[src/rtl/zueirai_int_ctrl.sv]
// ZueiraI interrupt controller: edge-latched sources, fixed-priority arbitration,
// vector fetch window and a small memory-mapped register block on the core bus.
//
// state | meaning
// ------+-------------------------------------------------------------
// IDLE  | no request outstanding; arbitrate enabled pending sources
// REQ   | flags_INTERRUPT high, waiting for the core's acknowledge
// SVC   | source sel is being serviced, waiting for RETI
module zueirai_int_ctrl #(
    parameter int          N_SRC        = 4,
    parameter logic [7:0]  INT_VEC_ADDR = 8'hFE,
    parameter logic [1:0]  MMIO_PAGE    = 2'd3,
    parameter logic [7:0]  MMIO_BASE    = 8'hF0
) (
    input  logic             clk,
    input  logic             rst,
    input  logic [N_SRC-1:0] irq_src,
    input  logic [11:0]      ctrl_MEM,
    input  logic [7:0]       wdata_MEM,
    output logic [7:0]       rdata_MEM,
    output logic             hit_MEM,
    output logic             flags_INTERRUPT,
    input  logic [1:0]       ctrl_INTERRUPT,
    output logic [N_SRC-1:0] in_service
);

    localparam logic [1:0] ST_IDLE = 2'd0;
    localparam logic [1:0] ST_REQ  = 2'd1;
    localparam logic [1:0] ST_SVC  = 2'd2;

    localparam logic [7:0] LAST_OFF = 8'(2 + 2 * N_SRC);

    logic [1:0]       state;
    logic [1:0]       sel;
    logic [N_SRC-1:0] ie;
    logic [N_SRC-1:0] pend;
    logic [N_SRC-1:0] pend_n;
    logic [N_SRC-1:0] prev_irq;
    logic [N_SRC-1:0] irq_edge;
    logic [7:0]       vec_pc [N_SRC];
    logic [1:0]       vec_pg [N_SRC];

    logic [7:0]       addr;
    logic [1:0]       page;
    logic             load;
    logic             write;
    logic [7:0]       off;
    logic             reg_hit;
    logic             vec_hit;
    logic             wr_en;

    logic [N_SRC-1:0] sel_mask;
    logic             sel_pend;
    logic             sel_ie;
    logic [7:0]       sel_pc;
    logic [1:0]       sel_pg;
    logic             arb_any;
    logic [1:0]       arb_sel;
    logic             ack_now;

    assign addr  = ctrl_MEM[7:0];
    assign page  = ctrl_MEM[9:8];
    assign load  = ctrl_MEM[10];
    assign write = ctrl_MEM[11];
    assign off   = addr - MMIO_BASE;

    assign reg_hit = (page == MMIO_PAGE) && (addr >= MMIO_BASE) && (off <= LAST_OFF);
    assign vec_hit = (page == 2'd0) &&
                     ((addr == INT_VEC_ADDR) || (addr == INT_VEC_ADDR + 8'd1));
    assign wr_en   = write && reg_hit;

    assign irq_edge = irq_src & ~prev_irq;
    assign ack_now  = (state == ST_REQ) && ctrl_INTERRUPT[0];

    always_comb begin
        sel_mask = '0;
        sel_pc   = '0;
        sel_pg   = '0;
        for (int i = 0; i < N_SRC; i++) begin
            if (sel == 2'(i)) begin
                sel_mask[i] = 1'b1;
                sel_pc      = vec_pc[i];
                sel_pg      = vec_pg[i];
            end
        end
    end

    assign sel_pend = |(pend & sel_mask);
    assign sel_ie   = |(ie & sel_mask);

    // Scan downward so the lowest set index wins.
    always_comb begin
        arb_any = |(pend & ie);
        arb_sel = '0;
        for (int i = N_SRC - 1; i >= 0; i--) begin
            if (pend[i] && ie[i]) begin
                arb_sel = 2'(i);
            end
        end
    end

    // A fresh edge is applied last so it survives a same-cycle W1C or ack clear.
    always_comb begin
        pend_n = pend;
        if (wr_en && (off == 8'd1)) begin
            pend_n = pend_n & ~wdata_MEM[N_SRC-1:0];
        end
        if (ack_now) begin
            pend_n = pend_n & ~sel_mask;
        end
        pend_n = pend_n | irq_edge;
    end

    always_comb begin
        rdata_MEM = '0;
        hit_MEM   = 1'b0;
        if (!rst && load && reg_hit) begin
            hit_MEM = 1'b1;
            if (off == 8'd0) begin
                rdata_MEM = 8'(ie);
            end else if (off == 8'd1) begin
                rdata_MEM = 8'(pend);
            end else if (off == 8'd2) begin
                rdata_MEM = {state, 4'b0000, sel};
            end else begin
                for (int i = 0; i < N_SRC; i++) begin
                    if (off == 8'(3 + 2 * i)) begin
                        rdata_MEM = vec_pc[i];
                    end
                    if (off == 8'(4 + 2 * i)) begin
                        rdata_MEM = {6'b000000, vec_pg[i]};
                    end
                end
            end
        end else if (!rst && load && vec_hit) begin
            hit_MEM   = 1'b1;
            rdata_MEM = (addr == INT_VEC_ADDR) ? sel_pc : {6'b000000, sel_pg};
        end
    end

    always_ff @(posedge clk) begin
        if (rst) begin
            state           <= ST_IDLE;
            sel             <= '0;
            ie              <= '0;
            pend            <= '0;
            prev_irq        <= '0;
            flags_INTERRUPT <= 1'b0;
            in_service      <= '0;
            for (int i = 0; i < N_SRC; i++) begin
                vec_pc[i] <= '0;
                vec_pg[i] <= '0;
            end
        end else begin
            prev_irq <= irq_src;
            pend     <= pend_n;
            if (wr_en && (off == 8'd0)) begin
                ie <= wdata_MEM[N_SRC-1:0];
            end
            for (int i = 0; i < N_SRC; i++) begin
                if (wr_en && (off == 8'(3 + 2 * i))) begin
                    vec_pc[i] <= wdata_MEM;
                end
                if (wr_en && (off == 8'(4 + 2 * i))) begin
                    vec_pg[i] <= wdata_MEM[1:0];
                end
            end

            case (state)
                ST_IDLE: begin
                    if (arb_any) begin
                        sel             <= arb_sel;
                        state           <= ST_REQ;
                        flags_INTERRUPT <= 1'b1;
                    end
                end
                ST_REQ: begin
                    // Ack takes precedence over a withdraw seen in the same cycle.
                    if (ctrl_INTERRUPT[0]) begin
                        in_service      <= sel_mask;
                        flags_INTERRUPT <= 1'b0;
                        state           <= ST_SVC;
                    end else if (!sel_pend || !sel_ie) begin
                        flags_INTERRUPT <= 1'b0;
                        state           <= ST_IDLE;
                    end
                end
                ST_SVC: begin
                    if (ctrl_INTERRUPT[1]) begin
                        in_service <= '0;
                        state      <= ST_IDLE;
                    end
                end
                default: begin
                    state           <= ST_IDLE;
                    flags_INTERRUPT <= 1'b0;
                    in_service      <= '0;
                end
            endcase
        end
    end

endmodule

[config.mk]
export PLATFORM = sky130hd
export DESIGN_NAME = zueirai_int_ctrl
export DESIGN_NICKNAME = d
export VERILOG_FILES = /design/src/rtl/zueirai_int_ctrl.sv
export SDC_FILE = /design/constraint.sdc
export NUM_CORES = 1
export LEC_CHECK = 0
export ABC_AREA = 1
export CORE_ASPECT_RATIO = 1.2
export CORE_MARGIN = 8
export CORE_UTILIZATION = 50
export CTS_CLUSTER_SIZE = 8
export DETAILED_ROUTE_END_ITERATION = 16
export GPL_TIMING_DRIVEN = 0
export PLACE_DENSITY_LB_ADDON = 0.2
export SLEW_MARGIN = 20
export SYNTH_ARGS = -nofsm -noshare
export SYNTH_HDL_FRONTEND = slang
export SYNTH_SLANG_ARGS = --single-unit
[constraint.sdc]
create_clock -name clk -period 2.3 [get_ports clk]
set_clock_uncertainty 0.1 [all_clocks]
set_input_delay 0.46 -clock clk [delete_from_list [all_inputs] [get_ports clk]]
set_output_delay 0.46 -clock clk [all_outputs]
set_load 0.02 [all_outputs]
==> metrics.md <==
| Metric | Value |
|---|---|
| Run status | `finished, violations left` |
| Failing checks | `negative setup slack` |
| Antenna viol nets, final | `0` |
| Slowest cell on the critical path | `nor4_1` |
| Number of slew-limit violations in the final report | `0` |
| DR DRC count | `0` |
| Post-synthesis register bit count | `~60` |
| Number of primary I/O pins | `42` |
| CTS sink cnt | `between 60 and 70` |
| Leak | `2.077 nW` |
| Number of placement rows | `33` |
| Number of fillers in the final layout | `491` |
| Share of the synthesized area in the top cell type | `between 30% and 40%` |
| Initial antenna violation count | `0` |
| Mapped Avg Cell Area | `7.794 um2` |
| GRT Util Overall | `around a quarter` |
| Largest stage delay, worst path | `0.42 ns` |
| # diodes | `0` |
| Final cell count without fillers | `around 630` |
| Required time reported for the critical path endpoint | `between 1.5 and 2 ns` |
| Share of flip-flops with an asynchronous set or reset after synthesis | `0%` |
| Worst setup slack after layout | `-0.1716 ns` |
| Number of global-route vias before repair | `roughly 3600` |
| Total via count in the routed design | `approximately 3700` |
| Number of instances in the synthesized netlist | `441` |
| Effective utilization at floorplan | `between 50% and 60%` |
| Setup-violating endpoint count in the final report | `8` |
| Yosys Warn Count | `0` |
| Critical Path End | `rdata_MEM[3]` |
| Dominant synthesized flop cell | `edfxtp_1` |
| Synthesized-area fraction occupied by ao, oa, aoi and oai cells | `between 15 and 20%` |
| Remaining global-route overflow | `0` |
| Half-perimeter wire length of the detailed placement result | `about 7.4 mm` |
| FF+latch area | `between 1500 and 2000 um2` |
| Clock Pin Slew Worst Setup and Hold Paths | `~0.070 ns` |
| PwrDens | `about 500 nW/um2` |
| Reg-to-reg endpoint | `flags_INTERRUPT` |
| Placer Congestion | `0.9516` |
| Final hold viol count | `0` |
| Clock tree from TritonCTS | `done` |
| Timing-limited maximum frequency | `roughly 400 MHz` |
| Main area contributors after synthesis | `edfxtp_1 35%, dfxtp_1 12%, nand2_1 8.3%, nor2_1 8.2%, inv_1 5.0%` |
| # H-tree levels | `3` |
| Number of iterations in the first detailed-routing pass | `5` |
| Worst-case register-to-register setup slack | `0.77 ns` |
| Post-detailed-route via-to-cell ratio | `roughly 6.0` |
| Die Area | `around 9800 um2` |
| Total core area | `~6700 um2` |
| Post-synthesis instance area | `3437 um2` |
| Setup TNS | `-0.9520 ns` |
| Die outline width | `approximately 92 um` |
| Worst R2R Path Depth | `11` |
| Slew at the pin closest to its max-slew limit | `roughly 0.69 ns` |
| Count of placed standard cells including taps | `roughly 570` |
| Critical path endpoint category | `output port` |
| Post-detailed-routing wire length | `12.34 mm` |
| Height of the die | `roughly 110 um` |
| Sequential cell area fraction in the yosys report | `47.18%` |
| Fraction of synthesized cell area in xor and xnor cells | `0%` |
| Largest family of logic cells by synthesized area | `simple AND/OR/NAND/NOR gates` |
| Worst-case setup slack after placement | `-1.226 ns` |
| Worst min path class | `in2reg` |
| Mux cell area share after synthesis | `0%` |
| Crit path cell chain | `buf_12, buf_6, inv_2, nand2_4, buf_4, nor4_1, nand2_1, nand4_1, o21ai_2, o21ai_2, buf_6` |
| Count of hold buffers inserted by post-cts repair | `0` |
| Pin count of the biggest net entering global routing | `11` |
| Inserted Clock Buffers | `9` |
| Share of the cycle needed by the critical path after routing | `107.5%` |
| Period minus WS final | `between 2 and 2.5 ns` |
| Insertion delay to the later sink of the worst-skew pair | `~0.35 ns` |
| Critical path fanouts, max | `4` |
| First-pass GRT wire length | `18.02 mm` |
| Setup repair after global routing missed its margin | `true` |
| Tot Pwr | `~0.0024 W` |
| Post-synth net total | `about 470` |
| Post-synth EDFFs | `40` |
| Max_cap viols | `0` |
| Cell taking the most area after synthesis | `edfxtp_1` |
| Worst r2r src | `sel[0]` |
| Average wire per standard cell | `~20 um` |
| Worst voltage drop across the vdd grid | `about 0.37 mV` |
| Worst min-delay path startpoint | `rst` |
| Launching element type of the critical path | `primary input` |
| Cell at the root of the clock tree | `clkbuf_8` |
| WS Path Type | `in2out` |
| P&R area growth vs syn | `41.39%` |
| Distinct cell type count of the synthesized netlist | `39` |
| Multi-input gate area | `between 1500 and 2000 um2` |
| Synth Area in Simple Gates | `approximately 28%` |
| Origin of the worst setup path | `ctrl_MEM[2]` |
| Slew Limit Headroom | `a little over half` |
| Number of port buffers | `40` |
| Adder-Cell Fraction of Synth Area | `0%` |
| Layout net count | `around 570` |
| Data arrival time of the critical path | `roughly 1.9 ns` |
| Initial drt markers | `about 420` |
| Maximum count of clock buffers along a single path | `2` |
| Proportion of layout cells with a drive suffix above 1 | `between 30% and 40%` |
-- flip-flops by register name, indices dropped and copies added, names as in the netlist --
register / cells
vec_pg: 8
prev_irq: 4
vec_pc: 32
pend: 4
sel: 2
flags_INTERRUPT: 1
state: 2
in_service: 4
ie: 4
-- cells in the final DEF, fill, tap and decap left out, types with 3 or more instances in the layout --
| cell type | count |
|---|---|
| o22ai_1 | 7 |
| buf_4 | 46 |
| buf_12 | 3 |
| inv_2 | 16 |
| nand2_1 | 64 |
| clkdlybuf4s50_1 | 20 |
| o21ai_2 | 11 |
| nor3_1 | 5 |
| inv_1 | 36 |
| clkbuf_1 | 5 |
| nand2_2 | 7 |
| o21ai_0 | 25 |
| o32ai_1 | 3 |
| nor3_4 | 3 |
| edfxtp_1 | 40 |
| nand2_8 | 4 |
| nand4_1 | 10 |
| nand3_1 | 22 |
| o211ai_1 | 5 |
| nand2_4 | 7 |
| clkbuf_8 | 10 |
| buf_8 | 3 |
| dfxtp_1 | 19 |
| nor2_4 | 5 |
| buf_6 | 13 |
| nor2_1 | 69 |
| inv_4 | 8 |
| nand3_2 | 3 |
| a21oi_1 | 17 |
| nor2_2 | 6 |
| o21ai_1 | 11 |
-- per-stage QoR --
stage	util, %	hold slack, ns	cell area (um2)
after floorplan	-	0.2880	3437
after global placement	58.64	0.2921	3946
after detailed placement	58.64	0.2971	3946
after CTS	67.86	0.2256	4567
after global routing	72.21	0.2482	4860
final	72.21	0.2412	4860
-- how the worst min path moves through the flow --
stage	endpoint	slack, ns	cells after the start
4_1_cts	sel[1]	0.23	2
3_5_place_dp	pend[0]	0.30	1
2_1_floorplan	pend[0]	0.29	1
3_3_place_gp	pend[0]	0.29	1
6_report	sel[1]	0.24	2
5_1_grt	sel[1]	0.25	2
-- logic make-up after synthesis --
group,after synthesis
DFF,61
buffers and inverters,73
and+or+nand+nor,212
AOI/OAI and AO/OA,95
-- worst max-delay path, delay by kind of cell --
kind	cells	cell delay, ns
compound gates	2	0.15
simple gates	4	0.71
buf+inv	5	0.58
-- repair_timing --
action | CTS | global route
pin swaps | 28 | 25
endpoints found under the setup margin | 41 | 17
gates resized for setup | 158 | 49
gates cloned | 1 | 1
buffers inserted | 30 | 15
-- cell usage after synthesis, types with 3 or more instances --
library cell	n
nand3_2	4
nand3_1	23
o211ai_1	5
edfxtp_1	40
o22ai_1	7
nor3_1	7
dfxtp_1	21
clkbuf_1	4
nor2_2	3
a221oi_1	3
inv_1	46
o32ai_1	3
nor2_1	75
inv_2	14
o21ai_1	14
a21oi_1	18
buf_2	3
nand4_1	10
nand2_2	6
o21ai_0	34
nand2_1	76
-- routing by layer --
metal | track usage (%) | up-vias | part of all wire (%)
met2 | 38.56 | 280 | 49
met3 | 7.058 | 59 | 10
met4 | 13.48 | 0 | 4.7
met5 | 0 | - | 0
met1 | 27.74 | 1699 | 36
li1 | - | 1705 | -
-- final cells by class --
| class | count | share of cell area [%] |
|---|---|---|
| Timing Repair Buffer | 85 | 16.09 |
| Tap cell | 87 | 2.240 |
| Buffer | 10 | 1.828 |
| Clock inverter | 4 | 0.9526 |
| Multi-Input combinational cell | 307 | 36.89 |
| Sequential cell | 61 | 33.52 |
| Inverter | 63 | 5.484 |
| Clock buffer | 12 | 2.987 |
-- power by group --
part | total [W] | switching [W] | internal (W)
sequential | 0.00124 | 0.0000305 | 0.00121
combinational | 0.000249 | 0.000144 | 0.000105
clock | 0.000958 | 0.000430 | 0.000527
Power figures use the tool's default switching activity.
